`config.mk`:
```
export PLATFORM = sky130hd
export DESIGN_NAME = ct_seq_ctrl_flat
export DESIGN_NICKNAME = d
export VERILOG_FILES = /design/src/rtl/ct_seq_ctrl_pkg.sv /design/src/rtl/ct_seq_ctrl_if.sv /design/src/rtl/ct_seq_ctrl_sat_tally.sv /design/src/rtl/ct_seq_ctrl.sv /design/src/flat_wrapper.sv
export SDC_FILE = /design/constraint.sdc
export NUM_CORES = 1
export LEC_CHECK = 0
export CORE_ASPECT_RATIO = 1.1
export CORE_MARGIN = 5
export CORE_UTILIZATION = 29
export DETAILED_ROUTE_END_ITERATION = 7
export GPL_TIMING_DRIVEN = 0
export MAX_ROUTING_LAYER = met4
export PLACE_DENSITY = 0.64
export SLEW_MARGIN = 20
export SYNTH_ARGS = -nofsm -noshare
export SYNTH_HDL_FRONTEND = slang
export SYNTH_SLANG_ARGS = --single-unit
export TNS_END_PERCENT = 30
```
`constraint.sdc`:
```
create_clock -name clk_l -period 3.91 [get_ports clk_l]
set_input_delay 0.391 -clock clk_l [delete_from_list [all_inputs] [get_ports clk_l]]
set_output_delay 0.391 -clock clk_l [all_outputs]
set_load 0.01 [all_outputs]
```
`src/rtl/ct_seq_ctrl_pkg.sv`:
```
// Shared types and constants for the counter sequencing controller.
package ct_seq_ctrl_pkg;

  // Controller state encoding
  typedef enum logic [1:0] {
    IDLE = 2'd0,
    LOAD = 2'd1,
    RUN  = 2'd2,
    HALT = 2'd3
  } state_t;

  // Sequence mode, latched at start
  localparam logic MODE_ONESHOT  = 1'b0;
  localparam logic MODE_PERIODIC = 1'b1;

endpackage

```
`src/rtl/ct_seq_ctrl_if.sv`:
```
// Bundle of control, counter-side and status signals around ct_seq_ctrl.
// The master modport is the controller; the slave modport is its environment
// (user control inputs plus the attached counter).
interface ct_seq_ctrl_if #(
  parameter int WIDTH   = 8,
  parameter int TALLY_W = 8
);
  logic               start;
  logic               stop;
  logic               mode;
  logic [WIDTH-1:0]   preset;
  logic [WIDTH-1:0]   count;
  logic               carry_in;
  logic               enable_l;
  logic               load;
  logic [WIDTH-1:0]   data;
  logic               busy;
  logic               tick;
  logic [TALLY_W-1:0] tally;

  modport master (
    input  start, stop, mode, preset, count, carry_in,
    output enable_l, load, data, busy, tick, tally
  );

  modport slave (
    output start, stop, mode, preset, count, carry_in,
    input  enable_l, load, data, busy, tick, tally
  );
endinterface

```
`src/rtl/ct_seq_ctrl_sat_tally.sv`:
```
// Saturating event counter with synchronous clear, clocked on the falling
// edge of clk_l like the rest of the controller.
module ct_seq_ctrl_sat_tally #(
  parameter int W = 8
) (
  input  logic         clk_l,
  input  logic         reset,
  input  logic         clr,
  input  logic         inc,
  output logic [W-1:0] value
);

  // Clear wins over increment; once all-ones the value sticks until cleared
  always_ff @(negedge clk_l) begin
    if (reset || clr) begin
      value <= '0;
    end else if (inc && !(&value)) begin
      value <= value + 1'b1;
    end
  end

endmodule

```
`src/rtl/ct_seq_ctrl.sv`:
```
// Sequencing controller for a load/enable up-counter: one-shot or periodic
// (auto-reload) runs, start/stop control, terminal-count tick and tally.
module ct_seq_ctrl
  import ct_seq_ctrl_pkg::*;
#(
  parameter int WIDTH   = 8,
  parameter int TALLY_W = 8
) (
  input logic           clk_l,
  input logic           reset,
  ct_seq_ctrl_if.master bus
);

  state_t             state_reg;
  logic               mode_q;
  logic [WIDTH-1:0]   preset_q;
  logic               busy_reg;
  logic               tick_reg;
  logic               enable_l_c;
  logic               load_c;
  logic               terminal;
  logic               tally_clr;
  logic [TALLY_W-1:0] tally_val;

  // Counter controls decoded from the current state so they act on the very
  // edge where the terminal value is present; carry_in only matters in RUN.
  always_comb begin
    enable_l_c = 1'b1;
    load_c     = 1'b0;
    terminal   = 1'b0;
    case (state_reg)
      LOAD: load_c = 1'b1;
      RUN: begin
        if (!bus.stop) begin
          if (bus.carry_in) begin
            terminal = 1'b1;
            load_c   = (mode_q == MODE_PERIODIC);
          end else begin
            enable_l_c = 1'b0;
          end
        end
      end
      default: ;
    endcase
  end

  assign tally_clr = ((state_reg == IDLE) || (state_reg == HALT)) && bus.start;

  // State register with registered busy/tick and latched start parameters
  always_ff @(negedge clk_l) begin
    if (reset) begin
      state_reg <= IDLE;
      mode_q    <= MODE_ONESHOT;
      preset_q  <= '0;
      busy_reg  <= 1'b0;
      tick_reg  <= 1'b0;
    end else begin
      tick_reg <= terminal;
      case (state_reg)
        IDLE, HALT: begin
          if (bus.start) begin
            preset_q  <= bus.preset;
            mode_q    <= bus.mode;
            busy_reg  <= 1'b1;
            state_reg <= LOAD;
          end
        end
        LOAD: begin
          state_reg <= RUN;
        end
        RUN: begin
          if (bus.stop) begin
            busy_reg  <= 1'b0;
            state_reg <= IDLE;
          end else if (bus.carry_in && (mode_q == MODE_ONESHOT)) begin
            busy_reg  <= 1'b0;
            state_reg <= HALT;
          end
        end
        default: state_reg <= IDLE;
      endcase
    end
  end

  ct_seq_ctrl_sat_tally #(
    .W (TALLY_W)
  ) u_tally (
    .clk_l (clk_l),
    .reset (reset),
    .clr   (tally_clr),
    .inc   (terminal),
    .value (tally_val)
  );

  assign bus.enable_l = enable_l_c;
  assign bus.load     = load_c;
  assign bus.data     = preset_q;
  assign bus.busy     = busy_reg;
  assign bus.tick     = tick_reg;
  assign bus.tally    = tally_val;

endmodule
```
`src/flat_wrapper.sv`:
```
// flat-port wrapper written by rule: the top's interface ports become plain ports
module ct_seq_ctrl_flat import ct_seq_ctrl_pkg::*;
#(
  parameter int WIDTH   = 8,
  parameter int TALLY_W = 8
)
  (clk_l, reset, bus_start, bus_stop, bus_mode, bus_preset, bus_count, bus_carry_in, bus_enable_l, bus_load, bus_data, bus_busy, bus_tick, bus_tally);
  ct_seq_ctrl_if #(.WIDTH(WIDTH), .TALLY_W(TALLY_W)) bus_i ();
  input logic clk_l;
  input logic reset;
  input wire logic [$bits(bus_i.start)-1:0] bus_start;
  input wire logic [$bits(bus_i.stop)-1:0] bus_stop;
  input wire logic [$bits(bus_i.mode)-1:0] bus_mode;
  input wire logic [$bits(bus_i.preset)-1:0] bus_preset;
  input wire logic [$bits(bus_i.count)-1:0] bus_count;
  input wire logic [$bits(bus_i.carry_in)-1:0] bus_carry_in;
  output wire logic [$bits(bus_i.enable_l)-1:0] bus_enable_l;
  output wire logic [$bits(bus_i.load)-1:0] bus_load;
  output wire logic [$bits(bus_i.data)-1:0] bus_data;
  output wire logic [$bits(bus_i.busy)-1:0] bus_busy;
  output wire logic [$bits(bus_i.tick)-1:0] bus_tick;
  output wire logic [$bits(bus_i.tally)-1:0] bus_tally;
  assign bus_i.start = bus_start;
  assign bus_i.stop = bus_stop;
  assign bus_i.mode = bus_mode;
  assign bus_i.preset = bus_preset;
  assign bus_i.count = bus_count;
  assign bus_i.carry_in = bus_carry_in;
  assign bus_enable_l = bus_i.enable_l;
  assign bus_load = bus_i.load;
  assign bus_data = bus_i.data;
  assign bus_busy = bus_i.busy;
  assign bus_tick = bus_i.tick;
  assign bus_tally = bus_i.tally;
  ct_seq_ctrl #(.WIDTH(WIDTH), .TALLY_W(TALLY_W)) u_core (.clk_l(clk_l), .reset(reset), .bus(bus_i));
endmodule
```
# Yosys cells after proc, flatten, opt, wreduce, memory -nomap -nowiden
# Cells that the tools add are included.
# W data, S select, Z words.
# totals
out_inout_bits	20
wordCells	42
regBits	21
in_bits	22
# op_classes
eq_ne	5
n_reduce_logical	13
bitwise	1
add_sub_neg	1
mux	16
# ops
op	n
$mux W1	10
$add A8 B1 Y8 const B	1
$reduce_and A8 Y1	1
$mux W2	3
$pmux W2 S3	1
$eq A2 B2 Y1 const B	2
$pmux W1 S2	2
$reduce_and A2 Y1	2
$logic_and A1 B1 Y1	3
$ne A3 B2 Y1 const B	1
$reduce_and A3 Y1	1
$eq A2 B1 Y1 const B	1
$logic_not A2 Y1	1
$logic_or A1 B1 Y1	2
$ne A2 B2 Y1 const B	1
$reduce_bool A2 Y1	1
$reduce_or A2 Y1	1
$logic_not A1 Y1	1
$not A1 Y1	1

# Logic depth before layout (Yosys ltp)
# Gate-level depths: netlist of the first run.
# logic_depth
ltp_word	5
ltp_mapped	6
ltp_nobuf	6

# Hierarchy
# From an unflattened synthesis of the first run, not the netlist that was laid out.
# hier_totals
hier_cells	120
area_unflattened_um2	1006.0
# modules_own_cells
mod	area_each_um2	instances	cells_per_inst	seq_area_each_um2
ct_seq_ctrl	593.1	1	72	260.2
ct_seq_ctrl_sat_tally	412.9	1	48	160.2

==> results of run 1 <==
kinds of logic after synthesis:
family / Yosys count / synth area share [%]
compound gates: 24 / 14.4
fa+ha+maj: 4 / 5.20
xor+xnor: 2 / 1.82
mux: 4 / 4.29
buf+inv: 9 / 3.51
simple gates: 51 / 27.1
flops: 21 / 43.6
synth_stat cells, types with 2 or more instances:
library cell | instances | area (um^2)
clkbuf_1 | 3 | 11.3
a21oi_1 | 14 | 70.1
ha_1 | 4 | 50.1
and2_1 | 3 | 18.8
nor3_1 | 3 | 15.0
nand2b_1 | 2 | 12.5
xor2_1 | 2 | 17.5
nor2_1 | 9 | 33.8
nand2_1 | 23 | 86.3
inv_1 | 6 | 22.5
o21ai_0 | 3 | 15.0
dfxtp_1 | 21 | 420
o21a_1 | 2 | 15.0
mux2i_1 | 3 | 30.0
worst register-to-register path, delay by kind of cell, from the launching register on:
family | cells | cell delay (ns)
AOI/OAI and AO/OA | 1 | 0.14
adders and majority gates | 1 | 0.20
buffers and inverters | 2 | 0.22
and+or+nand+nor | 3 | 0.75
DFF | 1 | 0.32
area by class of cell:
cell class / instances / area, um^2
Fill cell: 350 / 1800
Clock inverter: 22 / 109
Tap cell: 36 / 45.0
Clock buffer: 3 / 22.5
Buffer: 3 / 11.3
Sequential cell: 21 / 423
Multi-Input combinational cell: 85 / 515
Inverter: 5 / 18.8
Timing Repair Buffer: 34 / 333
stage by stage:
step / power, mW / TNS (ns) / utilization, % / instances
final: 0.616 / 0 / 45.1 / 209
after global routing: 0.667 / 0 / 45.1 / 209
after CTS: 0.633 / 0 / 44.8 / 208
after detailed placement: 0.400 / -0.0790 / 40.9 / 184
after global placement: 0.396 / -0.0230 / 40.9 / 184
after floorplan: 0.343 / 0 / - / 115
layer usage:
layer  GRT usage, %  up-vias
met2           20.6       30
met5              -        -
met3           5.31        0
met1           12.1      467
li1               -      507
met4           3.76        0
cells in the final DEF (no fill, tap or decap), drive strengths merged, types with 2 or more instances in the layout:
cell	Yosys	final
a21oi	14	14
and2	3	3
buf	0	2
clkbuf	3	6
clkdlybuf4s50	0	31
dfxtp	21	21
ha	4	4
inv	6	26
mux2i	3	3
nand2	23	23
nand2b	2	2
nand4	2	2
nor2	9	9
nor3	3	3
o21a	2	2
o21ai	3	3
xor2	2	2
repair_timing:
item / in CTS / in global routing
setup buffers: 0 / 1
setup endpoints to repair: 2 / 2
hold endpoints to repair: 0 / 0
gates resized for setup: 9 / 1
pin swaps: 2 / 0
final timing paths:
kind	start	endpoint	slack, ns	depth (start not counted)
worst max-delay path	u_core.state_reg[0]	bus_load	0.10	6
worst max register to register	u_core.state_reg[0]	u_core.u_tally.value[5]	2.21	7
worst min-delay path	u_core.bus.data[1]	u_core.bus.data[1]	0.46	2
worst min register to register	u_core.bus.data[1]	u_core.bus.data[1]	0.46	2
power groups by stage:
| stage | registers [mW] | logic, mW | clock network, mW |
|---|---|---|---|
| global placement | 0.243 | 0.119 | 0.0344 |
| finish | 0.241 | 0.120 | 0.254 |
| detailed placement | 0.244 | 0.121 | 0.0344 |
| CTS | 0.242 | 0.122 | 0.270 |
| global route | 0.243 | 0.135 | 0.289 |
| floorplan | 0.248 | 0.0605 | 0.0344 |
==> impl_results.md, run 1 <==
* Share of layout cells above drive strength 1 at 8.09%
* Routed Antenna Nets at 0
* Max-slew violation count at 0
* Vias in the first global route at 1,086
* Crit path max fanout at 3
* Drt pass-1 iters at 4
* Worst setup path class: reg2out
* Die area at approximately 4600 um^2
* Sequential share of the synthesized area at 43.6%
* Root buf cell: clkbuf_4
* Clk pwr share at 41.3%
* Mapped Avg Cell Area at ~8.4 um^2
* Cell row count at 22
* H-tree depth at 1
* Met1 Wirelength at around 1.1 mm
* Iteration-0 DRC Markers at 52
* CTS clk-pin slew, worst paths at 0.04 ns
* Status: complete, no violations
* Skew-Pair Late Insertion Delay at 0.37 ns
* WL met3 at 148 um
* Fin area at about 1500 um^2
* Hpwl dp at 1.86 mm
* Worst Hold Margin at 0.458 ns
* Top Metal Used: met3
* Critical path's top delay family: flip-flops
* Synth unique cells at 31
* Static leakage at 0.638 nW
* Final Worst Setup Slack at 0.102 ns
* DRC at 0
* Initial Utilization at 29.4%
* Fin Clk Skew at roughly 0.0097 ns
* # nets final at 200
* Net Sw Frac at 31.5%
* Ant diodes at 0
* Total CTS buffers at 3
* Pin count of the biggest net entering global routing at 13
* Vias at 1,004
* Cts hold-fix bufs at 0
* Post-Synthesis Cell Area at between 900 and 1000 um^2
* Slew headroom at 67.2%
* DIE WIDTH at roughly 65 um
* Maximum VDD drop at 0.205 mV
* Maxcap violations at 0
* Placed cell areas at ~1300 um^2
* CP Launch Type: flop
* CP max-delay cell: dfxtp_2
* Hold Crit Class: reg2reg
* Crit path cell chain: inv_1, ha_2, and3b_2, a21oi_2, nor2_1, buf_2
* GRT Total Usage at 12.0%
* P&R area growth vs syn at 53.4%
* Async set-reset flop share out of synthesis at 0%
* Sequential share of power at around 39%
* Global-route wire length before repair at 4.37 mm
* Met2 routed wirelength at 1.28 mm
* Final hold vios at 0
* Logic pwr share at 19.5%
* Critical Path RT at about 3.5 ns
* CP endpoint kind: output port
* Worst slack at placement at -0.0399 ns
* CP arrival at 3.42 ns
* CTS Sinks at 21
* Synthesis-stage register bit count at 21
* I/O pin count at 42
* Post-synth EDFFs at 0
* TritonCTS clock tree: done
* Actual slew at the worst max-slew pin at between 0.4 and 0.5 ns
* GRT overflow at 0
* Total power per unit cell area at 417 nW/um^2
* NetSw at a little under 0.2 mW
* Syn Nets at ~140
* Worst Path Buf+Inv at 2
* Clock Path Buffers at 2
* Port bufs at 33
* Mapped Cells at 115
* Int Power at around 0.42 mW
* RSZ-0062 raised after global routing: false
* Avg WL per Cell at 12.1 um
* Total core area at ~3300 um^2
* DIE HEIGHT at just over 70 um
* Antenna violations before repair at 0
* Placer congestion estimate at about 0.76
* Routed WL at ~2.5 mm
* Final setup vio count at 0
* Slowest Stage Delay on Critical Path at 0.33 ns
* Main synth FF type: dfxtp_1
* Via density at 4.80
* Yosys warns at 0
No activity file was read; power rests on OpenSTA's default activity.
==> run 2: changes to the inputs <==
--- a/config.mk
+++ b/config.mk
@@ -7,3 +7,5 @@
 export LEC_CHECK = 0
-export CORE_ASPECT_RATIO = 1.1
+export CELL_PAD_IN_SITES_DETAIL_PLACEMENT = 1
+export CELL_PAD_IN_SITES_GLOBAL_PLACEMENT = 1
+export CORE_ASPECT_RATIO = 1.25
 export CORE_MARGIN = 5
@@ -13,3 +15,3 @@
 export MAX_ROUTING_LAYER = met4
-export PLACE_DENSITY = 0.64
+export PLACE_DENSITY = 0.83
 export SLEW_MARGIN = 20
--- a/constraint.sdc
+++ b/constraint.sdc
@@ -3,2 +3,2 @@
 set_output_delay 0.391 -clock clk_l [all_outputs]
-set_load 0.01 [all_outputs]
+set_load 0.02 [all_outputs]
==> run 2 against run 1 <==
  * Setup slack worse by 0.032 ns
  * Count of clock-buffer cells in the layout stayed put
  * Routed wire length is 19% higher
  * Design area is 1.9% higher
  * First-iteration DRC count is 46% lower
  * Die area is 0.13% higher
  * Combinational power is 14% higher
  * Critical path type unchanged
  * Utilization is 2.0 points higher
==> impl_results.md, run 2 (synthesis results as in run 1) <==
* Via density at 4.95 (+3.0%)
* Crit path max fanout at 3 (unchanged)
* Worst r2r src: u_core.state_reg[0]
* # nets final at 201 (+0.50%)
* Placer congestion estimate at 0.739 (-2.9%)
* Skew-Pair Late Insertion Delay at 0.33 ns (-0.04 ns)
* TritonCTS clock tree: done
* Fin area at 1510 um^2 (+1.9%)
* Avg WL per Cell at 14.2 um (+17%)
* Critical Path RT at 3.52 ns (about the same)
* Worst setup path start: u_core.state_reg[0]
* Hpwl dp at 2.21 mm (+18%)
* CTS clk-pin slew, worst paths at 0.03 ns (about the same)
* Filler cells at 393 (+12%)
* Worst setup path class: reg2out
* Actual slew at the worst max-slew pin at 0.520 ns (+0.0300 ns)
* H-tree depth at 1 (unchanged)
* Iteration-0 DRC Markers at 28 (-46%)
* Max-slew violation count at 0 (unchanged)
* Root buf cell: clkbuf_8
* Hold Crit Class: reg2reg
* Flop-to-flop setup slack at 2.20 ns (about the same)
* CP arrival at 3.45 ns (+0.03 ns)
* P&R area growth vs syn at 56.2%
* R2R depth at 6 (-1)
* Global-route wire length before repair at 5.18 mm (+19%)
* Total core area at 3190 um^2 (-2.5%)
* Cell row count at 23 (+4.5%)
* FF+latch area at 423 um^2 (unchanged)
* Vias in the first global route at 1,267 (+17%)
* Total CTS buffers at 3 (unchanged)
* Finished Core Util at 47.1% (+2.0 points)
* Total power per unit cell area at 447 nW/um^2 (+7.2%)
* Static leakage at 0.651 nW (+2.1%)
* DIE HEIGHT at 74.4 um (+5.7%)
* Status: complete, no violations
* Final hold vios at 0 (unchanged)
* Ant diodes at 0 (unchanged)
* CTS Sinks at 21 (unchanged)
* Setup TNS at 0 ns (unchanged)
* GRT Total Usage at 15.2% (+3.2 points)
* Most common cell after layout, fill and taps aside: clkdlybuf4s50_1
* CP Launch Type: flop
* Clock Path Buffers at 2 (unchanged)
* Multi-input gate area at 512 um^2 (-0.73%)
* Placed cell areas at 1340 um^2 (about the same)
* DRC at 0 (unchanged)
* Critical path endpoint: bus_load
* Slew headroom at 65.2% (-2.0 points)
* Share of layout cells above drive strength 1 at 9.20% (+1.1 points)
* Cts hold-fix bufs at 0 (unchanged)
* Drt pass-1 iters at 4 (unchanged)
* DIE WIDTH at 61.6 um (-5.2%)
* I/O pin count at 42 (unchanged)
* RSZ-0062 raised after global routing: false
* Port bufs at 33 (unchanged)
* Most frequent cells in the layout: clkdlybuf4s50_1, inv_1, nand2_1, dfxtp_1, a21oi_1
* Pin count of the biggest net entering global routing at 13 (unchanged)
* Final setup vio count at 0 (unchanged)
* Routed Antenna Nets at 0 (unchanged)
* Routed WL at 2.99 mm (+19%)
* Maxcap violations at 0 (unchanged)
* GRT overflow at 0 (unchanged)
* CP endpoint kind: output port
* Vias at 1,044 (+4.0%)
* Antenna violations before repair at 0 (unchanged)
* Reg2reg end: u_core.u_tally.value[6]
* Initial Utilization at 30.2% (+0.75 points)
* Die area at 4580 um^2 (+0.13%)
* Maximum VDD drop at 0.212 mV (+3.4%)
* Fin Clk Skew at 0.00929 ns (-0.000446 ns)
==> run 2: cell count changes in the layout (fill, tap and decap cells not counted), sizes merged <==
cell	delta
buf	+1
==> run 2: how the worst min path moves through the flow <==
| stage | from | end | slack [ns] | depth (start not counted) |
|---|---|---|---|---|
| after floorplan | u_core.mode_q | u_core.mode_q | 0.44 | 2 |
| after global placement | u_core.bus.data[4] | u_core.bus.data[4] | 0.44 | 2 |
| after detailed placement | u_core.bus.data[0] | u_core.bus.data[0] | 0.45 | 2 |
| after CTS | u_core.bus.data[0] | u_core.bus.data[0] | 0.46 | 2 |
| after global routing | u_core.bus.data[1] | u_core.bus.data[1] | 0.48 | 2 |
| final | u_core.bus.data[0] | u_core.bus.data[0] | 0.45 | 2 |
==> run 2: timing repair <==
| action | in CTS | in global routing |
|---|---|---|
| setup endpoints to repair | 2 | 2 |
| pin swaps | 1 | 1 |
| cloned | 0 | 0 |
| gates resized for setup | 9 | 3 |
| setup buffers | 1 | 1 |
==> run 2: final cells by class <==
cell class | instances | share of cell area, %
sequential | 21 | 28.1
multi-input combinational | 85 | 34.0
tap | 37 | 3.08
clock buffer | 3 | 2.74
timing repair buffer | 35 | 22.9
clock inverter | 22 | 7.23
inverter | 5 | 1.25
buffer | 3 | 0.748
==> run 2: report_power, final <==
group          switching (mW)  total, mW  internal (mW)
clock                   0.127      0.292          0.165
combinational          0.0760      0.137         0.0610
sequential             0.0108      0.243          0.232
==> run 2: through the flow <==
stage	setup WS, ns	hold slack (ns)	cells	power, mW
final	0.0695	0.452	211	0.672
after global routing	0.00716	0.480	211	0.728
after CTS	0.0203	0.458	210	0.686
after detailed placement	-0.153	0.453	185	0.414
after global placement	-0.0815	0.443	185	0.406
after floorplan	0.402	0.444	115	0.353
==> run 2: worst max-delay path, stage by stage (launching register included) <==
cell     delay, ns
dfxtp_2       0.34
inv_2         0.06
ha_2          0.19
and3b_2       0.20
a21oi_1       0.14
nor2_1        0.07
buf_4         0.16
==> run 2: metal layers <==
layer,vias up,GRT usage [%],share of wire [%]
met2,37,28.6,55
li1,508,-,-
met1,492,12.4,36
met3,7,4.51,6.9
met5,-,-,0
met4,0,8.73,2.0
